File: config.mk
export PLATFORM = sky130hd
export DESIGN_NAME = clint_timer_flat
export DESIGN_NICKNAME = d
export VERILOG_FILES = /design/src/rtl/clint_timer_if.sv /design/src/rtl/clint_timer.sv /design/src/flat_wrapper.sv
export SDC_FILE = /design/constraint.sdc
export NUM_CORES = 1
export LEC_CHECK = 0
export BUFFER_PORTS_ARGS = -buffer_cell sky130_fd_sc_hd__buf_4
export CAP_MARGIN = 15
export CORE_ASPECT_RATIO = 1.25
export CORE_MARGIN = 2
export CORE_UTILIZATION = 55
export DETAILED_ROUTE_END_ITERATION = 8
export PLACE_DENSITY = 0.79
export REMOVE_ABC_BUFFERS = 1
export SLEW_MARGIN = 5
export SYNTH_ARGS = -nofsm -noshare
export SYNTH_HDL_FRONTEND = slang
export SYNTH_SLANG_ARGS = --single-unit
File: constraint.sdc
create_clock -name clk -period 2.95 [get_ports clk]
set_clock_uncertainty 0.1 [all_clocks]
set_input_delay 0.1475 -clock clk [delete_from_list [all_inputs] [get_ports clk]]
set_output_delay 0.1475 -clock clk [all_outputs]
set_load 0.1 [all_outputs]
File: src/rtl/clint_timer_if.sv
// clint_timer_if: register bus bundle for the CLINT timer block
interface clint_timer_if;
  logic enable_i;
  logic [3:0] write_enable_i;
  logic [4:0] address_i;
  logic [31:0] data_i;
  logic [31:0] data_o;
  modport master (output enable_i, write_enable_i, address_i, data_i, input data_o);
  modport slave (input enable_i, write_enable_i, address_i, data_i, output data_o);
endinterface

File: src/rtl/clint_timer.sv
// clint_timer: machine timer (mtime/mtimecmp) and software interrupt (msip) registers
module clint_timer #(
  parameter int unsigned PRESCALER = 1
) (
  input  logic clk,
  input  logic reset_n,
  clint_timer_if.slave bus,
  output logic mti_o,
  output logic msi_o
);
  logic [15:0] pcnt;
  logic [63:0] mtime, mtimecmp, mtime_nx;
  logic msip, tick, rd, wr, wr_lo, wr_hi, unused_addr;
  logic [2:0] sel;
  logic [31:0] rdata;
  function automatic logic [31:0] merge(input logic [31:0] old, input logic [31:0] d, input logic [3:0] be);
    logic [31:0] r;
    for (int i = 0; i < 4; i++) r[8*i +: 8] = be[i] ? d[8*i +: 8] : old[8*i +: 8];
    return r;
  endfunction
  assign unused_addr = ^bus.address_i[1:0];
  assign sel = bus.address_i[4:2];
  assign rd = bus.enable_i && bus.write_enable_i == 4'b0;
  assign wr = bus.enable_i && bus.write_enable_i != 4'b0;
  assign wr_lo = wr && sel == 3'd3;
  assign wr_hi = wr && sel == 3'd4;
  assign tick = pcnt == 16'(PRESCALER - 1);
  assign msi_o = msip;
  always_comb
    rdata = sel == 3'd0 ? {31'b0, msip} :
            sel == 3'd1 ? mtimecmp[31:0] :
            sel == 3'd2 ? mtimecmp[63:32] :
            sel == 3'd3 ? mtime[31:0] :
            sel == 3'd4 ? mtime[63:32] : 32'b0;
  always_comb
    mtime_nx = (wr_lo || wr_hi) ?
               {wr_hi ? merge(mtime[63:32], bus.data_i, bus.write_enable_i) : mtime[63:32],
                wr_lo ? merge(mtime[31:0], bus.data_i, bus.write_enable_i) : mtime[31:0]} :
               tick ? mtime + 64'd1 : mtime;
  always_ff @(posedge clk or negedge reset_n)
    if (!reset_n) begin
      pcnt <= '0;
      mtime <= '0;
      mtimecmp <= '1;
      msip <= 1'b0;
      mti_o <= 1'b0;
      bus.data_o <= '0;
    end else begin
      pcnt <= tick ? '0 : pcnt + 16'd1;
      mtime <= mtime_nx;
      mti_o <= mtime >= mtimecmp;
      if (rd) bus.data_o <= rdata;
      if (wr && sel == 3'd0 && bus.write_enable_i[0]) msip <= bus.data_i[0];
      if (wr && sel == 3'd1) mtimecmp[31:0] <= merge(mtimecmp[31:0], bus.data_i, bus.write_enable_i);
      if (wr && sel == 3'd2) mtimecmp[63:32] <= merge(mtimecmp[63:32], bus.data_i, bus.write_enable_i);
    end
endmodule
File: src/flat_wrapper.sv
// flat-port wrapper written by rule: the top's interface ports become plain ports
module clint_timer_flat 
#(
  parameter int unsigned PRESCALER = 1
)
  (clk, reset_n, mti_o, msi_o, bus_enable_i, bus_write_enable_i, bus_address_i, bus_data_i, bus_data_o);
  clint_timer_if bus_i ();
  input  logic clk;
  input  logic reset_n;
  output logic mti_o;
  output logic msi_o;
  input wire logic [$bits(bus_i.enable_i)-1:0] bus_enable_i;
  input wire logic [$bits(bus_i.write_enable_i)-1:0] bus_write_enable_i;
  input wire logic [$bits(bus_i.address_i)-1:0] bus_address_i;
  input wire logic [$bits(bus_i.data_i)-1:0] bus_data_i;
  output wire logic [$bits(bus_i.data_o)-1:0] bus_data_o;
  assign bus_i.enable_i = bus_enable_i;
  assign bus_i.write_enable_i = bus_write_enable_i;
  assign bus_i.address_i = bus_address_i;
  assign bus_i.data_i = bus_data_i;
  assign bus_data_o = bus_i.data_o;
  clint_timer #(.PRESCALER(PRESCALER)) u_core (.clk(clk), .reset_n(reset_n), .bus(bus_i), .mti_o(mti_o), .msi_o(msi_o));
endmodule
==> metrics.yaml, run 1 <==
outcome: "complete, no violations"
hold_viol_final: 0
crit_path_end_kind: "flip-flop"
syn-instance-count: 1285
p_per_area_nw_per_um2: 701.8
first_global_vias: 10200
async_flop_share_pct: 100.0
worstMarginPinSlew_ns: 1.132
die_w_um: 133.4
grt_max_degree: 59
whs_ns: 0.07640
synth_area_leaders: "dfrtp_1 (25%), dfstp_2 (15%), ha_1 (7.3%), mux2_2 (6.5%), a21oi_1 (5.0%)"
wl_per_cell_um: 20.67
maxCapViolCount: 0
p_total_mw: 9.427
crit_family: "compound AO/OA/AOI/OAI gates"
clk_latency_ns: 0.43
fin_cells: 1679
fin_nets: 1503
vias: 10750
arrival_ns: 2.88
period_share_pct: 89.44
slew_headroom_pct: 24.21
ys_ff_latch: 178
report.final.slew_viol_count: 0
max_stage_delay_ns: 0.45
avgViaCountPerCell: 6.402
hp-class: "in2reg"
cts_buffers: 17
yosys_warnings: 0
grt_setup_unrepaired: "false"
p_leak_nw: 5.788
clk_pin_slew_ns: 0.07
antenna_found_initial: 0
drive_above_1_share_pct: 22.06
post_cts_buffers: 0
cts_root_buf: "clkbuf_16"
fmax_mhz: 379.0
synth_most_common_cell: "nand2_1"
ff2ff_path_depth: 6
ys_seq_area_share_pct: 39.37
critPathKind: "reg2reg"
syn-cell-area_um2: 11520
hpwl_um: 24750
cp_max_fo: 16
place_congestion: 0.9704
cts-htree-levels: 4
cp.required_ns: 3.20
start_kind: "flip-flop"
clk_path_buf_depth: 2
fp.dieH_um: 165.8
netlist.area_leader.share_pct: 24.77
dieArea_um2: 22120
dp.cells: 1614
synth_ff_type: "dfrtp_1"
crit_buf_inv: 0
cts_tree: "done"
drt_wl_total_um: 34700
slowest_stage: "o211ai_1"
rows: 59
finalCriticalPeriod_ns: 2.638
syn_area_per_cell_um2: 8.964
path_cells: "nor4_1 -> and4_1 -> a21o_2 -> o211ai_1 -> a21oi_1 -> a2bb2oi_1"
setup_viol: 0
gr-usage-all-layers_pct: 31.38
synth.largest_area_cell: "dfrtp_1"
ant_nets: 0
synth_common_cells: "nand2_1 (135), a21oi_1 (115), dfrtp_1 (114), nor2_1 (101), inv_1 (76)"
antennaDiodeCount: 0
worstSetupPathDepth: 6
drc: 0
gr-total-overflow: 0
ys_types: 71
drtIter0Drc: 1168
synth-edff-count: 0
grt_pass1_wl_um: 55230
start_util_pct: 55.73
core_area_um2: 20670
cts.sinks: 178
ir_drop_mv: 0.4324
worstHoldPathCells: 4
dr.pass1.iters: 6
place.port_buffers: 75
syn2layout_area_growth_pct: 16.62
pin_count: 78
## power breakdown
part / leakage [nW] / total (mW) / internal, mW / switching (mW)
combinational: 3.45 / 3.31 / 1.26 / 2.05
clock: 0.281 / 2.32 / 1.28 / 1.03
sequential: 2.05 / 3.80 / 3.12 / 0.675
total: 5.79 / 9.43 / 5.67 / 3.76
## path summary, 6_finish.rpt
path	from	endpoint	slack, ns
min	bus_write_enable_i[0]	u_core.msi_o	0.08
max in group asynchronous	reset_n	u_core.mtimecmp[51]	1.67
min reg2reg	u_core.pcnt[0]	u_core.pcnt[0]	0.38
min in group asynchronous	reset_n	u_core.bus.data_o[13]	0.14
max reg2reg	u_core.pcnt[11]	u_core.mtime[6]	0.31
max	u_core.pcnt[11]	u_core.mtime[6]	0.31
## sequential cells by signal (all words and copies together), names as in the netlist
name / cells
u_core.bus.data_o: 32
u_core.msi_o: 1
u_core.mti_o: 1
u_core.mtime: 64
u_core.mtimecmp: 64
u_core.pcnt: 16
## worst min-delay path: stages
cell and delay [ns]:
buf_4 0.13, nand2_1 0.05, nor2_1 0.09, mux2_2 0.15
## timing repair
action | 4_1_cts | 5_1_grt
endpoints found under the hold margin | 143 | 0
resized for setup | 0 | 0
hold buffers | 33 | 0
## through the flow
stage	instance area (um2)	setup TNS, ns	utilization [%]	worst slack [ns]
floorplan	11190	-205.22	-	-3.761
global placement	12510	0	60.53	0.3964
detailed placement	12510	0	60.53	0.3505
CTS	13430	0	64.99	0.3219
global route	13430	0	64.99	0.1228
finish	13430	0	64.99	0.3116
## logic make-up after synthesis
logic type / synth area share, %
AO/OA/AOI/OAI: 21.05
XOR/XNOR: 1.065
adder cells (fa/ha/maj): 7.278
buffers and inverters: 5.290
flip-flops: 39.37
multiplexers: 7.278
AND/OR/NAND/NOR: 18.67
## layout by cell type, fill, tap and decap left out, types with 4 or more instances in the layout
cell | netlist | final
a21o_1 | 13 | 13
and3_1 | 21 | 21
buf_4 | 3 | 123
a41oi_1 | 4 | 4
inv_1 | 76 | 76
ha_1 | 67 | 67
nor2b_1 | 6 | 6
o2bb2a_1 | 4 | 4
nand2_1 | 135 | 134
dlygate4sd3_1 | 0 | 33
o22ai_1 | 22 | 22
a2bb2oi_1 | 14 | 14
and2_1 | 14 | 14
nor3_1 | 16 | 16
nand3_1 | 52 | 52
clkbuf_16 | 0 | 17
nor4_1 | 10 | 10
nand2b_1 | 4 | 4
nor2_1 | 101 | 101
o31ai_1 | 33 | 33
o21ai_0 | 64 | 64
a211oi_1 | 6 | 6
o21a_1 | 6 | 6
or3_1 | 4 | 4
xnor2_1 | 11 | 11
a31oi_1 | 14 | 14
mux2_2 | 66 | 66
o22a_1 | 22 | 22
a22oi_1 | 5 | 5
inv_6 | 0 | 4
and4_1 | 10 | 10
dfstp_2 | 64 | 64
mux2i_1 | 8 | 8
o211ai_1 | 33 | 33
nand4_1 | 35 | 35
a21oi_1 | 115 | 115
dfrtp_1 | 114 | 114
## area by class of cell
type | count | area [um2]
clock buffer | 19 | 442.9
sequential | 178 | 4534
clock inverter | 13 | 148.9
fill | 1716 | 7237
tap | 274 | 342.8
inverter | 76 | 285.3
timing repair buffer | 158 | 1285
multi-input combinational | 961 | 6394
## layer usage
metal / track usage (%) / share of wire (%) / vias up
met5: 0 / 0 / -
met4: 14.20 / 4.0 / 0
li1: - / - / 4933
met1: 41.91 / 41 / 5212
met2: 51.23 / 48 / 512
met3: 3.877 / 7.2 / 92
Note: power is estimated with default switching activity, not from simulation.
==> run 2, diff against run 1 <==
--- a/config.mk
+++ b/config.mk
@@ -10,9 +10,9 @@
 export CORE_ASPECT_RATIO = 1.25
 export CORE_MARGIN = 2
 export CORE_UTILIZATION = 55
+export CTS_BUF_LIST = sky130_fd_sc_hd__clkbuf_8 sky130_fd_sc_hd__clkbuf_16
 export DETAILED_ROUTE_END_ITERATION = 8
 export PLACE_DENSITY = 0.79
-export REMOVE_ABC_BUFFERS = 1
 export SLEW_MARGIN = 5
 export SYNTH_ARGS = -nofsm -noshare
 export SYNTH_HDL_FRONTEND = slang
==> metrics.yaml, run 2 (synthesized netlist as in run 1, its figures left out) <==
p_per_area_nw_per_um2: 697.2  # was 701.8 nW/um2
r2r-end: "u_core.mtime[32]"  # was u_core.mtime[6]
power_frac_seq_pct: 40.6  # was 40.3%
cts_root_buf: "clkbuf_16"  # unchanged
placed_cell_area_um2: 12470  # was 12510 um2
critPathKind: "reg2reg"  # unchanged
hpwl_um: 24210  # was 24750 um
fin_nets: 1496  # was 1503
core_area_um2: 20670  # unchanged
largestRegisters: "u_core.mtime: 64 flops, u_core.mtimecmp: 64 flops, u_core.bus.data_o: 32 flops"  # unchanged
grt_pass1_wl_um: 55410  # was 55230 um
min_from: "bus_write_enable_i[1]"  # was bus_write_enable_i[0]
endpoint: "u_core.mtime[32]"  # was u_core.mtime[6]
final_core_util_pct: 64.69  # was 64.99%
fmax_mhz: 393.3  # was 379.0 MHz
clk_path_buf_depth: 2  # unchanged
gr-total-overflow: 0  # unchanged
dieArea_um2: 22120  # unchanged
period_share_pct: 86.20  # was 89.44%
first_global_vias: 10750  # was 10.20k
slew_headroom_pct: 33.63  # was 24.21%
drive_above_1_share_pct: 21.39  # was 22.06%
clock_power_share_pct: 23.9  # was 24.6%
drtIter0Drc: 931  # was 1168
wl_per_cell_um: 20.54  # was 20.67 um
cts_buffers: 17  # unchanged
setup_viol: 0  # unchanged
regArea_um2: 4534  # unchanged
outcome: "complete, no violations"  # unchanged
hold_viol_final: 0  # unchanged
clk_pin_slew_ns: 0.07  # about the same
report.final.slew_viol_count: 0  # unchanged
fp.dieH_um: 165.8  # unchanged
cp_max_fo: 11  # was 16
swShare_pct: 39.63  # was 39.88%
antennaDiodeCount: 0  # unchanged
p_leak_nw: 5.778  # was 5.788 nW
n_fill_cell: 1724  # was 1716
syn-num-nets: 1396
die_w_um: 133.4  # unchanged
arrival_ns: 2.76  # was 2.88 ns
rows: 59  # unchanged
antenna_found_initial: 0  # unchanged
tns_ns: 0  # unchanged
cts.hold.buffers_added: 33  # unchanged
design_area_um2: 13370  # was 13430 um2
drc: 0  # unchanged
place.port_buffers: 75  # unchanged
grt_setup_unrepaired: "false"  # unchanged
post_cts_buffers: 0  # unchanged
avgViaCountPerCell: 6.413  # was 6.402
pin_count: 78  # unchanged
gr-usage-all-layers_pct: 31.55  # was 31.38%
reg2reg_from: "u_core.pcnt[0]"  # was u_core.pcnt[11]
ff2ff_path_depth: 8  # was 6
multi_input_area_um2: 6394  # unchanged
cp-startpoint: "u_core.pcnt[0]"  # was u_core.pcnt[11]
cts_tree: "done"  # unchanged
hp-class: "in2reg"  # unchanged
ir_drop_mv: 0.4792  # was 0.4324 mV
layout_common_cells: "nand2_1 (134), a21oi_1 (115), buf_4 (115)"  # was nand2_1 (134), buf_4 (123), a21oi_1 (115)
grt_max_degree: 179  # was 59
syn2layout_area_growth_pct: 16.09  # was 16.62%
r2r_setup_slack_ns: 0.41  # was 0.31 ns
vias: 10720  # was 10.75k
start_kind: "flip-flop"  # unchanged
ant_nets: 0  # unchanged
worstMarginPinSlew_ns: 0.9955  # was 1.132 ns
netSwitchingPower_mw: 3.695  # was 3.760 mW
drt_wl_total_um: 34350  # was 34700 um
cts-htree-levels: 4  # unchanged
start_util_pct: 55.73  # unchanged
layout_commonest_cell: "nand2_1"  # unchanged
clk_latency_ns: 0.44  # was 0.43 ns
comb_power_share_pct: 35.6  # was 35.1%
cp.required_ns: 3.16  # was 3.20 ns
internal-power_mw: 5.628  # was 5.667 mW
maxCapViolCount: 0  # unchanged
place_congestion: 0.9522  # was 0.9704
dr.pass1.iters: 6  # unchanged
ctsResizeCount: 0  # unchanged
finalCriticalPeriod_ns: 2.543  # was 2.638 ns
crit_path_end_kind: "flip-flop"  # unchanged
p_total_mw: 9.323  # was 9.427 mW
cts.sinks: 178  # unchanged
## run 2: how the worst min path moves through the flow
stage	end	slack [ns]	cells past startpoint
after floorplan	u_core.bus.data_o[0]	-0.25	0
after global placement	u_core.bus.data_o[4]	0.31	2
after detailed placement	u_core.mtime[50]	0.30	3
after CTS	u_core.mtime[41]	0.09	3
after global routing	u_core.mtime[8]	0.12	3
final	u_core.mtime[8]	0.11	3
## run 2: stage by stage
step | instances | setup slack, ns | hold slack [ns]
final | 1672 | 0.4071 | 0.1128
after global routing | 1672 | 0.3049 | 0.1173
after CTS | 1672 | 0.4331 | 0.09046
after detailed placement | 1607 | 0.4770 | 0.3022
after global placement | 1607 | 0.5578 | 0.3052
after floorplan | 1285 | 0.8519 | -0.2481
## run 2: critical path, stage by stage (launching register included)
cell	delay, ns
dfrtp_1	0.42
inv_1	0.10
ha_1	0.15
nor4b_2	0.29
and4_1	0.35
buf_4	0.20
nand2_1	0.16
nand2_1	0.37
o2bb2a_1	0.27
## run 2: cell type report
cell class              instances  share of cell area, %
repair buffers                151                  9.310
clock buffers                  20                  3.574
multi-input cells             961                  47.81
inverters                      76                  2.133
clock inverters                12                 0.6924
well taps                     274                  2.564
flip-flops and latches        178                  33.91
## run 2: power groups by stage
stage                     clock [mW]  combinational, mW  sequential, mW
after floorplan                    0               1.77            4.26
after global placement             0               3.14            3.76
after detailed placement           0               3.24            3.79
after CTS                       2.26               3.30            3.75
after global routing            2.36               3.62            3.85
final                           2.22               3.32            3.78
## run 2: per-layer routing
metal  part of all wire (%)  track usage, %  vias up
met5                      0               0        -
li1                       -               -     4911
met2                     48           51.82      511
met3                    7.1           5.800      132
met1                     39           39.05     5168
met4                    5.4           17.85        0
==> run 3, diff against run 2 <==
--- a/config.mk
+++ b/config.mk
@@ -7,12 +7,14 @@
 export LEC_CHECK = 0
 export BUFFER_PORTS_ARGS = -buffer_cell sky130_fd_sc_hd__buf_4
 export CAP_MARGIN = 15
-export CORE_ASPECT_RATIO = 1.25
+export CELL_PAD_IN_SITES_DETAIL_PLACEMENT = 0
+export CELL_PAD_IN_SITES_GLOBAL_PLACEMENT = 2
 export CORE_MARGIN = 2
-export CORE_UTILIZATION = 55
+export CORE_UTILIZATION = 39
 export CTS_BUF_LIST = sky130_fd_sc_hd__clkbuf_8 sky130_fd_sc_hd__clkbuf_16
 export DETAILED_ROUTE_END_ITERATION = 8
-export PLACE_DENSITY = 0.79
+export PLACE_DENSITY = 0.87
+export SETUP_SLACK_MARGIN = 0.3
 export SLEW_MARGIN = 5
 export SYNTH_ARGS = -nofsm -noshare
 export SYNTH_HDL_FRONTEND = slang
==> metrics.yaml, run 3 (synthesized netlist as in run 1, its figures left out) <==
placed_cell_area_um2: 12780  # was 12470 um2
p_per_area_nw_per_um2: 687.0  # was 697.2 nW/um2
maxCapViolCount: 0  # unchanged
clk_pin_slew_ns: 0.08  # was 0.07 ns
gr-usage-all-layers_pct: 25.20  # was 31.55%
cp.required_ns: 3.18  # was 3.16 ns
p_leak_nw: 5.871  # was 5.778 nW
regArea_um2: 4534  # unchanged
report.final.slew_viol_count: 0  # unchanged
arrival_ns: 2.75  # was 2.76 ns
final_core_util_pct: 47.55  # was 64.69%
place_congestion: 0.8555  # was 0.9522
dieArea_um2: 30930  # was 22120 um2
ir_drop_mv: 0.3604  # was 0.4792 mV
avgViaCountPerCell: 5.801  # was 6.413
first_global_vias: 10250  # was 10.75k
n_fill_cell: 2846  # was 1724
layout_common_cells: "nand2_1 (133), buf_4 (129), a21oi_1 (115)"  # was nand2_1 (134), a21oi_1 (115), buf_4 (115)
cts_tree: "done"  # unchanged
pre_cts_slack_ns: 0.3936  # was 0.4770 ns
syn2layout_area_growth_pct: 19.13  # was 16.09%
crit_path_end_kind: "flip-flop"  # unchanged
finalCriticalPeriod_ns: 2.519  # was 2.543 ns
start_kind: "flip-flop"  # unchanged
layout_commonest_cell: "nand2_1"  # unchanged
start_util_pct: 39.92  # was 55.73%
outcome: "complete, no violations"  # unchanged
critPathKind: "reg2reg"  # unchanged
setup_viol: 0  # unchanged
tns_ns: 0  # unchanged
hold_viol_final: 0  # unchanged
antennaDiodeCount: 0  # unchanged
core_area_um2: 28860  # was 20670 um2
antenna_found_initial: 0  # unchanged
drc: 0  # unchanged
grt_pass1_wl_um: 60170  # was 55410 um
fin_ws_ns: 0.4305  # was 0.4071 ns
cts_root_buf: "clkbuf_16"  # unchanged
hpwl_um: 26740  # was 24210 um
drt_wl_total_um: 37710  # was 34350 um
rows: 62  # was 59
worstMarginPinSlew_ns: 0.7641  # was 0.9955 ns
clk_path_buf_depth: 2  # unchanged
fin_nets: 1515  # was 1496
ant_nets: 0  # unchanged
vias: 10450  # was 10.72k
largestRegisters: "u_core.mtime: 64 flops, u_core.mtimecmp: 64 flops, u_core.bus.data_o: 32 flops"  # unchanged
clk_latency_ns: 0.44  # about the same
pin_count: 78  # unchanged
cts.sinks: 178  # unchanged
cts_buffers: 17  # unchanged
grt_max_degree: 63  # was 179
design_area_um2: 13720  # was 13370 um2
grt_setup_unrepaired: "false"  # unchanged
gr-total-overflow: 0  # unchanged
cts-htree-levels: 4  # unchanged
drtIter0Drc: 904  # was 931
fp.dieH_um: 175.9  # was 165.8 um
dr.pass1.iters: 6  # unchanged
drive_above_1_share_pct: 23.01  # was 21.39%
die_w_um: 175.9  # was 133.4 um
syn-num-nets: 1396  # unchanged
fmax_mhz: 396.9  # was 393.3 MHz
slew_headroom_pct: 48.83  # was 33.63%
place.port_buffers: 75  # unchanged
multi_input_area_um2: 6402  # was 6394 um2
hp-class: "in2reg"  # unchanged
cp_max_fo: 7  # was 11
period_share_pct: 85.41  # was 86.20%
wl_per_cell_um: 20.94  # was 20.54 um
run 3: changes by cell type in the layout (fill, tap and decap cells not counted), moves of 2 or more:
cell	before	now
buf_4	115	129
buf_12	2	7
inv_1	81	76
inv_6	1	5
inv_8	0	4
clkinvlp_4	1	3
run 3: routing by layer:
layer / up-vias / part of all wire (%) / GRT usage, %
li1: 4954 / - / -
met1: 5149 / 46 / 35.34
met2: 305 / 47 / 40.81
met3: 39 / 5.0 / 3.312
met4: 0 / 2.0 / 7.094
met5: - / 0 / 0
run 3: per-stage QoR:
| stage | std cells | hold WS (ns) | total power [mW] |
|---|---|---|---|
| final | 1801 | 0.1030 | 9.427 |
| after global routing | 1801 | 0.1135 | 10.04 |
| after CTS | 1796 | 0.08111 | 9.475 |
| after detailed placement | 1731 | 0.07082 | 7.141 |
| after global placement | 1731 | 0.07187 | 7.065 |
| after floorplan | 1285 | -0.2481 | 6.026 |
run 3: final cells by class:
type	instances	share of cell area (%)
Inverter	76	2.079
Timing Repair Buffer	170	10.59
Tap cell	384	3.501
Clock inverter	15	1.030
Multi-Input combinational cell	961	46.66
Clock buffer	17	3.100
Sequential cell	178	33.04
run 3: worst max-delay path, stage by stage, from the launching register on:
cell and delay, ns:
dfrtp_1 0.50, nand3_1 0.26, or3_1 0.56, or3_1 0.47, nor2_2 0.20, a31oi_1 0.12
o22a_1 0.21
run 3: what timing repair did:
| action | 4_1_cts | 5_1_grt |
|---|---|---|
| endpoints found under the hold margin | 155 | 0 |
| gates resized for setup | 0 | 3 |
| setup endpoints to repair | 0 | 15 |
| setup buffers | 0 | 5 |
| hold buffers | 33 | 0 |
run 3: worst paths after layout:
check	startpoint	endpoint	slack, ns	cells after the start
max in group asynchronous	reset_n	u_core.mtimecmp[39]	1.80	3
hold / removal	bus_write_enable_i[0]	u_core.mtime[37]	0.10	4
hold reg to reg	u_core.bus.data_o[19]	u_core.bus.data_o[19]	0.38	2
setup reg to reg	u_core.mtime[25]	u_core.mtime[43]	0.43	6
setup / recovery	u_core.mtime[25]	u_core.mtime[43]	0.43	6
min in group asynchronous	reset_n	u_core.bus.data_o[18]	0.14	2
run 3: power breakdown:
| part | leakage [nW] | internal, mW | switching, mW | total (mW) |
|---|---|---|---|---|
| clock network | 0.272 | 1.12 | 1.14 | 2.26 |
| logic | 3.55 | 1.31 | 2.12 | 3.43 |
| registers | 2.05 | 3.12 | 0.616 | 3.74 |
| total | 5.87 | 5.55 | 3.87 | 9.43 |
